File: config.mk
export PLATFORM = sky130hd
export DESIGN_NAME = block_loader_flat
export DESIGN_NICKNAME = d
export VERILOG_FILES = /design/src/rtl/block_loader_if.sv /design/src/rtl/block_loader.sv /design/src/flat_wrapper.sv
export SDC_FILE = /design/constraint.sdc
export NUM_CORES = 2
export LEC_CHECK = 0
export CORE_UTILIZATION = 32
export CTS_CLUSTER_SIZE = 30
export DETAILED_ROUTE_END_ITERATION = 8
export GPL_TIMING_DRIVEN = 0
export SETUP_SLACK_MARGIN = 0.2
export SLEW_MARGIN = 20
export SYNTH_ARGS = -nofsm -noshare
export SYNTH_HDL_FRONTEND = slang
export SYNTH_SLANG_ARGS = --single-unit
File: constraint.sdc
create_clock -name clk -period 2.6 [get_ports clk]
set_clock_uncertainty 0.1 [all_clocks]
set_input_delay 0.65 -clock clk [delete_from_list [all_inputs] [get_ports clk]]
set_output_delay 0.65 -clock clk [all_outputs]
set_load 0.005 [all_outputs]
File: src/rtl/block_loader_if.sv
// Bundle of the tile-fetch control, row-read memory port and committed tile bus
// shared by block_loader and whatever drives it.
interface block_loader_if #(
    parameter int BLOCK_BITS = 3,
    parameter int WORD_BITS  = 16,
    parameter int ADDR_BITS  = 16
);
    localparam int BLOCK_WIDTH = 2 ** BLOCK_BITS;
    localparam int ROW_N       = WORD_BITS * BLOCK_WIDTH;
    localparam int BUS_N       = WORD_BITS * BLOCK_WIDTH * BLOCK_WIDTH - 1;

    logic                 start;
    logic [ADDR_BITS-1:0] base_addr;
    logic                 busy;
    logic                 done;
    logic                 block_valid;
    logic                 mem_rd;
    logic [ADDR_BITS-1:0] mem_addr;
    logic                 mem_ready;
    logic                 mem_rvalid;
    logic [ROW_N-1:0]     mem_rdata;
    logic [BUS_N:0]       data_out;

    modport master (
        output start, base_addr, mem_ready, mem_rvalid, mem_rdata,
        input  busy, done, block_valid, mem_rd, mem_addr, data_out
    );

    modport slave (
        input  start, base_addr, mem_ready, mem_rvalid, mem_rdata,
        output busy, done, block_valid, mem_rd, mem_addr, data_out
    );
endinterface

File: src/rtl/block_loader.sv
// Fetches a square tile row by row into a shadow buffer, then commits the whole
// tile to data_out in one cycle so downstream logic only ever sees complete tiles.
module block_loader #(
    parameter int BLOCK_BITS = 3,
    parameter int WORD_BITS  = 16,
    parameter int ADDR_BITS  = 16,
    parameter int ROW_STRIDE = 8
) (
    input  logic          clk,
    input  logic          rst_n,
    block_loader_if.slave bus
);
    localparam int BLOCK_WIDTH = 2 ** BLOCK_BITS;
    localparam int ROW_N       = WORD_BITS * BLOCK_WIDTH;
    localparam int BUS_N       = WORD_BITS * BLOCK_WIDTH * BLOCK_WIDTH - 1;

    localparam logic [BLOCK_BITS:0]  CNT_FULL = {1'b1, {BLOCK_BITS{1'b0}}};
    localparam logic [BLOCK_BITS:0]  CNT_LAST = CNT_FULL - 1'b1;
    localparam logic [ADDR_BITS-1:0] STRIDE   = ADDR_BITS'(ROW_STRIDE);

    typedef enum logic [1:0] {IDLE, FETCH, COMMIT} state_t;

    state_t               state_reg, state_next;
    logic [BLOCK_BITS:0]  issue_cnt_reg, ret_cnt_reg;
    logic [ADDR_BITS-1:0] base_reg;
    logic [ROW_N-1:0]     shadow_reg [BLOCK_WIDTH];
    logic [BUS_N:0]       shadow_flat;
    logic [BUS_N:0]       data_out_reg;
    logic                 block_valid_reg, done_reg;
    logic                 issue_ok, ret_ok, last_ret;

    // Counters carry one extra bit so "all rows issued/returned" is representable.
    assign issue_ok = (state_reg == FETCH) && (issue_cnt_reg < CNT_FULL);
    assign ret_ok   = (state_reg == FETCH) && bus.mem_rvalid && (ret_cnt_reg < CNT_FULL);
    assign last_ret = ret_ok && (ret_cnt_reg == CNT_LAST);

    always_comb begin
        state_next = state_reg;
        case (state_reg)
            IDLE:    if (bus.start) state_next = FETCH;
            FETCH:   if (last_ret)  state_next = COMMIT;
            COMMIT:  state_next = IDLE;
            default: state_next = IDLE;
        endcase
    end

    always_ff @(posedge clk or negedge rst_n) begin
        if (!rst_n) begin
            state_reg       <= IDLE;
            issue_cnt_reg   <= '0;
            ret_cnt_reg     <= '0;
            base_reg        <= '0;
            data_out_reg    <= '0;
            block_valid_reg <= 1'b0;
            done_reg        <= 1'b0;
        end else begin
            state_reg <= state_next;
            done_reg  <= (state_reg == COMMIT);
            case (state_reg)
                IDLE: begin
                    if (bus.start) begin
                        base_reg      <= bus.base_addr;
                        issue_cnt_reg <= '0;
                        ret_cnt_reg   <= '0;
                    end
                end
                FETCH: begin
                    if (issue_ok && bus.mem_ready) issue_cnt_reg <= issue_cnt_reg + 1'b1;
                    if (ret_ok)                    ret_cnt_reg   <= ret_cnt_reg + 1'b1;
                end
                COMMIT: begin
                    data_out_reg    <= shadow_flat;
                    block_valid_reg <= 1'b1;
                end
                default: ;
            endcase
        end
    end

    // One register per tile row; row 0 occupies the MSBs of the flattened tile.
    generate
        for (genvar gi = 0; gi < BLOCK_WIDTH; gi++) begin : g_row
            always_ff @(posedge clk or negedge rst_n) begin
                if (!rst_n) begin
                    shadow_reg[gi] <= '0;
                end else if (ret_ok && (ret_cnt_reg[BLOCK_BITS-1:0] == BLOCK_BITS'(gi))) begin
                    shadow_reg[gi] <= bus.mem_rdata;
                end
            end
            assign shadow_flat[BUS_N - gi*ROW_N -: ROW_N] = shadow_reg[gi];
        end
    endgenerate

    assign bus.busy        = (state_reg != IDLE);
    assign bus.done        = done_reg;
    assign bus.block_valid = block_valid_reg;
    assign bus.data_out    = data_out_reg;
    assign bus.mem_rd      = issue_ok;
    assign bus.mem_addr    = base_reg + ADDR_BITS'(issue_cnt_reg) * STRIDE;
endmodule

File: src/flat_wrapper.sv
// flat-port wrapper written by rule: the top's interface ports become plain ports
module block_loader_flat 
#(
    parameter int BLOCK_BITS = 3,
    parameter int WORD_BITS  = 16,
    parameter int ADDR_BITS  = 16,
    parameter int ROW_STRIDE = 8
)
  (clk, rst_n, bus_start, bus_base_addr, bus_mem_ready, bus_mem_rvalid, bus_mem_rdata, bus_busy, bus_done, bus_block_valid, bus_mem_rd, bus_mem_addr, bus_data_out);
  block_loader_if #(.BLOCK_BITS(BLOCK_BITS), .WORD_BITS(WORD_BITS), .ADDR_BITS(ADDR_BITS)) bus_i ();
  input  logic clk;
  input  logic rst_n;
  input wire logic [$bits(bus_i.start)-1:0] bus_start;
  input wire logic [$bits(bus_i.base_addr)-1:0] bus_base_addr;
  input wire logic [$bits(bus_i.mem_ready)-1:0] bus_mem_ready;
  input wire logic [$bits(bus_i.mem_rvalid)-1:0] bus_mem_rvalid;
  input wire logic [$bits(bus_i.mem_rdata)-1:0] bus_mem_rdata;
  output wire logic [$bits(bus_i.busy)-1:0] bus_busy;
  output wire logic [$bits(bus_i.done)-1:0] bus_done;
  output wire logic [$bits(bus_i.block_valid)-1:0] bus_block_valid;
  output wire logic [$bits(bus_i.mem_rd)-1:0] bus_mem_rd;
  output wire logic [$bits(bus_i.mem_addr)-1:0] bus_mem_addr;
  output wire logic [$bits(bus_i.data_out)-1:0] bus_data_out;
  assign bus_i.start = bus_start;
  assign bus_i.base_addr = bus_base_addr;
  assign bus_i.mem_ready = bus_mem_ready;
  assign bus_i.mem_rvalid = bus_mem_rvalid;
  assign bus_i.mem_rdata = bus_mem_rdata;
  assign bus_busy = bus_i.busy;
  assign bus_done = bus_i.done;
  assign bus_block_valid = bus_i.block_valid;
  assign bus_mem_rd = bus_i.mem_rd;
  assign bus_mem_addr = bus_i.mem_addr;
  assign bus_data_out = bus_i.data_out;
  block_loader #(.BLOCK_BITS(BLOCK_BITS), .WORD_BITS(WORD_BITS), .ADDR_BITS(ADDR_BITS), .ROW_STRIDE(ROW_STRIDE)) u_core (.clk(clk), .rst_n(rst_n), .bus(bus_i));
endmodule
Word level (Yosys, flattened, before mapping)
Index checks and enable logic that the tools add are counted.
Operators by class
  add/sub/neg operators: 3
  magnitude comparators: 2
  eq/ne operators: 14
  mux-type cells: 8
  reductions and logical operators: 21
Operator list (count)
  adder 16 x 7 -> 16 bit: 1
  one-hot mux 4 bit (2 select lines): 2
  logical AND 1 bit: 13
  == test 3 bit, second input constant: 4
  two-way mux 4 bit: 3
  adder 4 x 1 -> 4 bit, second input constant: 2
  < comparator 4 bit, second input constant: 2
  == test 3 x 2 -> 1 bit, second input constant: 2
  AND reduction 3 bit: 2
  == test 4 x 3 -> 1 bit, second input constant: 1
  two-way mux 2 bit: 2
  != test 2 x 1 -> 1 bit, second input constant: 2
  != test 2 bit, second input constant: 2
  one-hot mux 2 bit (2 select lines): 1
  AND reduction 2 bit: 2
  nonzero test 2 bit: 2
  == test 3 x 1 -> 1 bit, second input constant: 1
  zero test 3 bit: 1
  == test 2 x 1 -> 1 bit, second input constant: 1
  == test 2 bit, second input constant: 1
  zero test 2 bit: 1
Word-level totals
  bits in registers: 2076
  output and inout bits: 1044
  logic and storage cells: 63

Longest topological paths before layout
  depth after elaboration: 6
  gate-level depth with buffers: 7
  depth with buffers taken out: 7

Worst setup path before layout
Ideal clock, no wire load.
  path kind: register -> output
  from: reg u_core.issue_cnt_reg[0]
  to: out bus_mem_addr[9]
  arrival time: 1833 ps
  required time: 1850 ps
  path slack: 17 ps
  cell stages (with the launch flop): 8
  path buffers: 0
  path through: dfrtp_1 > ha_1 > inv_1 > fa_1 > nand2b_1 > a21oi_1 > and3_1 > xor2_1
On the way
  word-level cells in the longest chain between the ends: 1
RTL lines
  start: declaration: line block_loader.sv:24  | logic [BLOCK_BITS:0] issue_cnt_reg, ret_cnt_reg;
  start signal: assignment: line block_loader.sv:68  | if (issue_ok && bus.mem_ready) issue_cnt_reg <= issue_cnt_reg + 1'b1;
  adder 16 x 7 -> 16 bit: line block_loader.sv:99  | assign bus.mem_addr = base_reg + ADDR_BITS'(issue_cnt_reg) * STRIDE;
  end: declaration: line flat_wrapper.sv:22  | output wire logic [$bits(bus_i.mem_addr)-1:0] bus_mem_addr;
Every way passes these cells.

Worst setup path in the final report
  from: reg u_core.issue_cnt_reg[0]
  to: out bus_mem_addr[7]
The elaborated chain is that of the path after synthesis.

==> impl_metrics.ini <==
[floorplanning]
dieArea_mm2 = 0.245
rows = 180
start_util = 0.323
dieHeight_um = 495
core_mm2 = 0.241
num_io_pins = 1193
die_w_um = 495

[power]
peakVddDrop_mv = 0.696
clockPowerShare = 0.330
switching_share = 0.265
power.internal_mw = 72.1
fin_total_pwr_mw = 98.1
switchingPower_mw = 26.0
comb_power_share = 0.198
share_seq_of_total_power = 0.472
powerDensity_mw_per_mm2 = 953
cellLeakagePower_nw = 54.8

[sta]
rsz0062_at_grt = true
finalHoldViolations = 0
period_needed_ps = 3480
setup_viol = 188
fin_ws_ps = -880
whs_ps = 64.7
slew_violations = 0
period_share = 1.34
worst_pin_slew_ps = 999
tns_ps = -32080
slew_headroom = 0.332
timing.fmax_ghz = 0.287

[cells_and_area]
fin_nets = 6119
design_area_mm2 = 0.103
area_delta_synth_final_pct = 32.4
drive_gt1_frac = 0.468
final_core_utilization = 0.427

[global_route]
grt_pass1_wl_mm = 365
use_met1 = 0.268
grt_max_degree = 150
grt_antenna_before_repair = 33
grt_pass1_vias = 47100
met3_usage = 0.0650
grtUsageTotal = 0.211
busiest_layer = met2
grt_use_met2 = 0.331
grt_overflow = 0

[synth]
yosysWarnings = 0
synth_top_area_share = 0.668
synthTopCellsByCount = 2076 x dfrtp_1, 2042 x mux2_2, 101 x buf_2
yosys.cell_types.count = 34
netlist_top_cells_area = dfrtp_1 67%, mux2_2 30%, buf_6 1.4%, buf_2 0.65%, mux2_4 0.39%
postSynthCellCount = 4472
ys_ff_latch = 2076
synth_area_mm2 = 0.0778
yosys.area.top_type = dfrtp_1
async_flop_share = 1.00
synth_flop_cell = dfrtp_1
syn_nets = 4633
yosysMostFrequentCell = dfrtp_1
syn_avg_cell_area_um2 = 17.4
synth-edff-count = 0
yosysSeqAreaShare = 0.668

[worst_setup_path]
slowest_stage = dfrtp_2
cpPeakStageDelay_ps = 400
worst-r2r-setup-slack_ps = 130
path_delay_family = adder cells
timing.rr.end = u_core.shadow_flat[977]
cp-start-kind = flip-flop
r2r_cells = 7
arrival_ps = 2730
critPathBufInv = 3
crit_chain = ha_4, inv_2, fa_2, nand2b_4, a21oi_4, buf_6, xor2_4, buf_2
path_max_fanout = 4
crit_type = flip-flop to primary output
crit_required_ps = 1850
r2r-start = u_core.state_reg[1]
end_kind = primary output

[clock_tree]
cts-root-buf = clkbuf_16
cts.path.max_buffers = 3
path_clk_slew_ps = 60
cts_tree = yes
htreeDepth = 4
cts_buffers = 216
clk_latency_ps = 870
clkSinkCount = 2076

[drt]
first_pass_iters = 5
ant_nets = 0
drc_errors = 0
wl_mm = 262
vias = 44200
dr.first_iter.drc_count = 2414
vias_per_cell = 4.73
wl_per_cell_um = 28.0

[placed_design]
port_buffers = 1192
place.gp.congestion = 0.808
hpwl_mm = 185
place_area_mm2 = 0.0942

[min_path]
min_path_type = primary input to asynchronous set/reset pin

[job]
drv.max_cap_violation_count = 0

[status]
status = finished with violations
violations = setup timing
cells in the final DEF (no fill, tap or decap), types with 4 or more instances in the layout:
cell type,synthesis,layout
buf_12,0,6
buf_16,0,20
buf_2,101,106
buf_4,39,75
buf_6,94,117
bufbuf_16,0,12
bufinv_16,0,19
clkbuf_1,0,46
clkbuf_16,0,224
clkbuf_8,0,56
clkdlybuf4s15_1,0,185
clkdlybuf4s15_2,0,66
clkdlybuf4s50_1,0,149
clkinv_16,0,6
clkinv_2,0,38
clkinvlp_4,0,6
dfrtp_1,2076,2066
dfrtp_2,0,10
diode_2,0,16
dlygate4sd2_1,0,511
dlymetal6s2s_1,0,242
ha_1,11,7
ha_4,0,4
inv_1,10,8
inv_6,0,6
mux2_2,2042,2042
mux2_4,20,20
nand2_1,14,12
nor2_1,15,14
o21ai_0,5,4
xnor2_1,9,5
final cells by class:
class / instances / area [µm²]
Buffer: 234 / 2050
Sequential cell: 2076 / 52000
Inverter: 10 / 37.5
Clock buffer: 320 / 6400
Clock inverter: 81 / 1120
Timing Repair Buffer: 1268 / 13200
Antenna cell: 16 / 40.0
Fill cell: 21700 / 138000
Tap cell: 3185 / 3990
Multi-Input combinational cell: 2152 / 24100
logic make-up (layout without fill, tap and decap cells):
group,Yosys count,count (layout),synth area share
flip-flops,2076,2076,0.668
multiplexers,2063,2063,0.300
buffers and inverters,244,1913,0.0244
AND/OR/NAND/NOR,51,51,0.00346
AO/OA/AOI/OAI,14,14,0.00114
adder cells (fa/ha/maj),12,12,0.00203
XOR/XNOR,12,12,0.00135
other,0,16,0
worst min-delay path, delay by kind of cell:
family / cells / cell delay (ps)
buffers and inverters: 3 / 720
metrics by stage:
stage / std cells / setup slack (ps)
floorplan: 4472 / 226
global placement: 8849 / -92440
detailed placement: 8865 / -2500
CTS: 9305 / -952
global route: 9330 / -966
finish: 9342 / -880
power by group through the flow:
stage | logic (mW) | clock network [mW] | registers, mW
after global routing | 20.9 | 34.5 | 47.5
after detailed placement | 19.9 | 0 | 46.8
after global placement | 18.8 | 0 | 46.8
after CTS | 19.6 | 33.3 | 46.2
final | 19.4 | 32.4 | 46.3
after floorplan | 11.5 | 0 | 45.4
metal layers:
layer / vias to the layer above / wire length, µm
li1: 18800 / -
met2: 1336 / 121000
met4: 2 / 11500
met5: - / 13
met1: 23700 / 110000
met3: 340 / 19900
worst max path at each step:
| stage | from | to | cells past startpoint |
|---|---|---|---|
| after detailed placement | rst_n | u_core.bus.data_out[736] | 8 |
| final | u_core.issue_cnt_reg[0] | bus_mem_addr[7] | 8 |
| after CTS | u_core.base_reg[3] | bus_mem_addr[7] | 8 |
| after floorplan | u_core.issue_cnt_reg[0] | bus_mem_addr[9] | 7 |
| after global routing | u_core.issue_cnt_reg[0] | bus_mem_addr[7] | 8 |
| after global placement | rst_n | u_core.bus.data_out[472] | 1 |
repair_timing:
item                                   in CTS  in global routing
setup endpoints to repair                3341               2134
pin swaps                                  15                 10
gates resized for setup                  1334                275
endpoints found under the hold margin     161                134
hold buffers                                5                  2
cloned                                     14                  6
buffers inserted                           20                 14
Note: power is estimated with default switching activity, not from simulation.
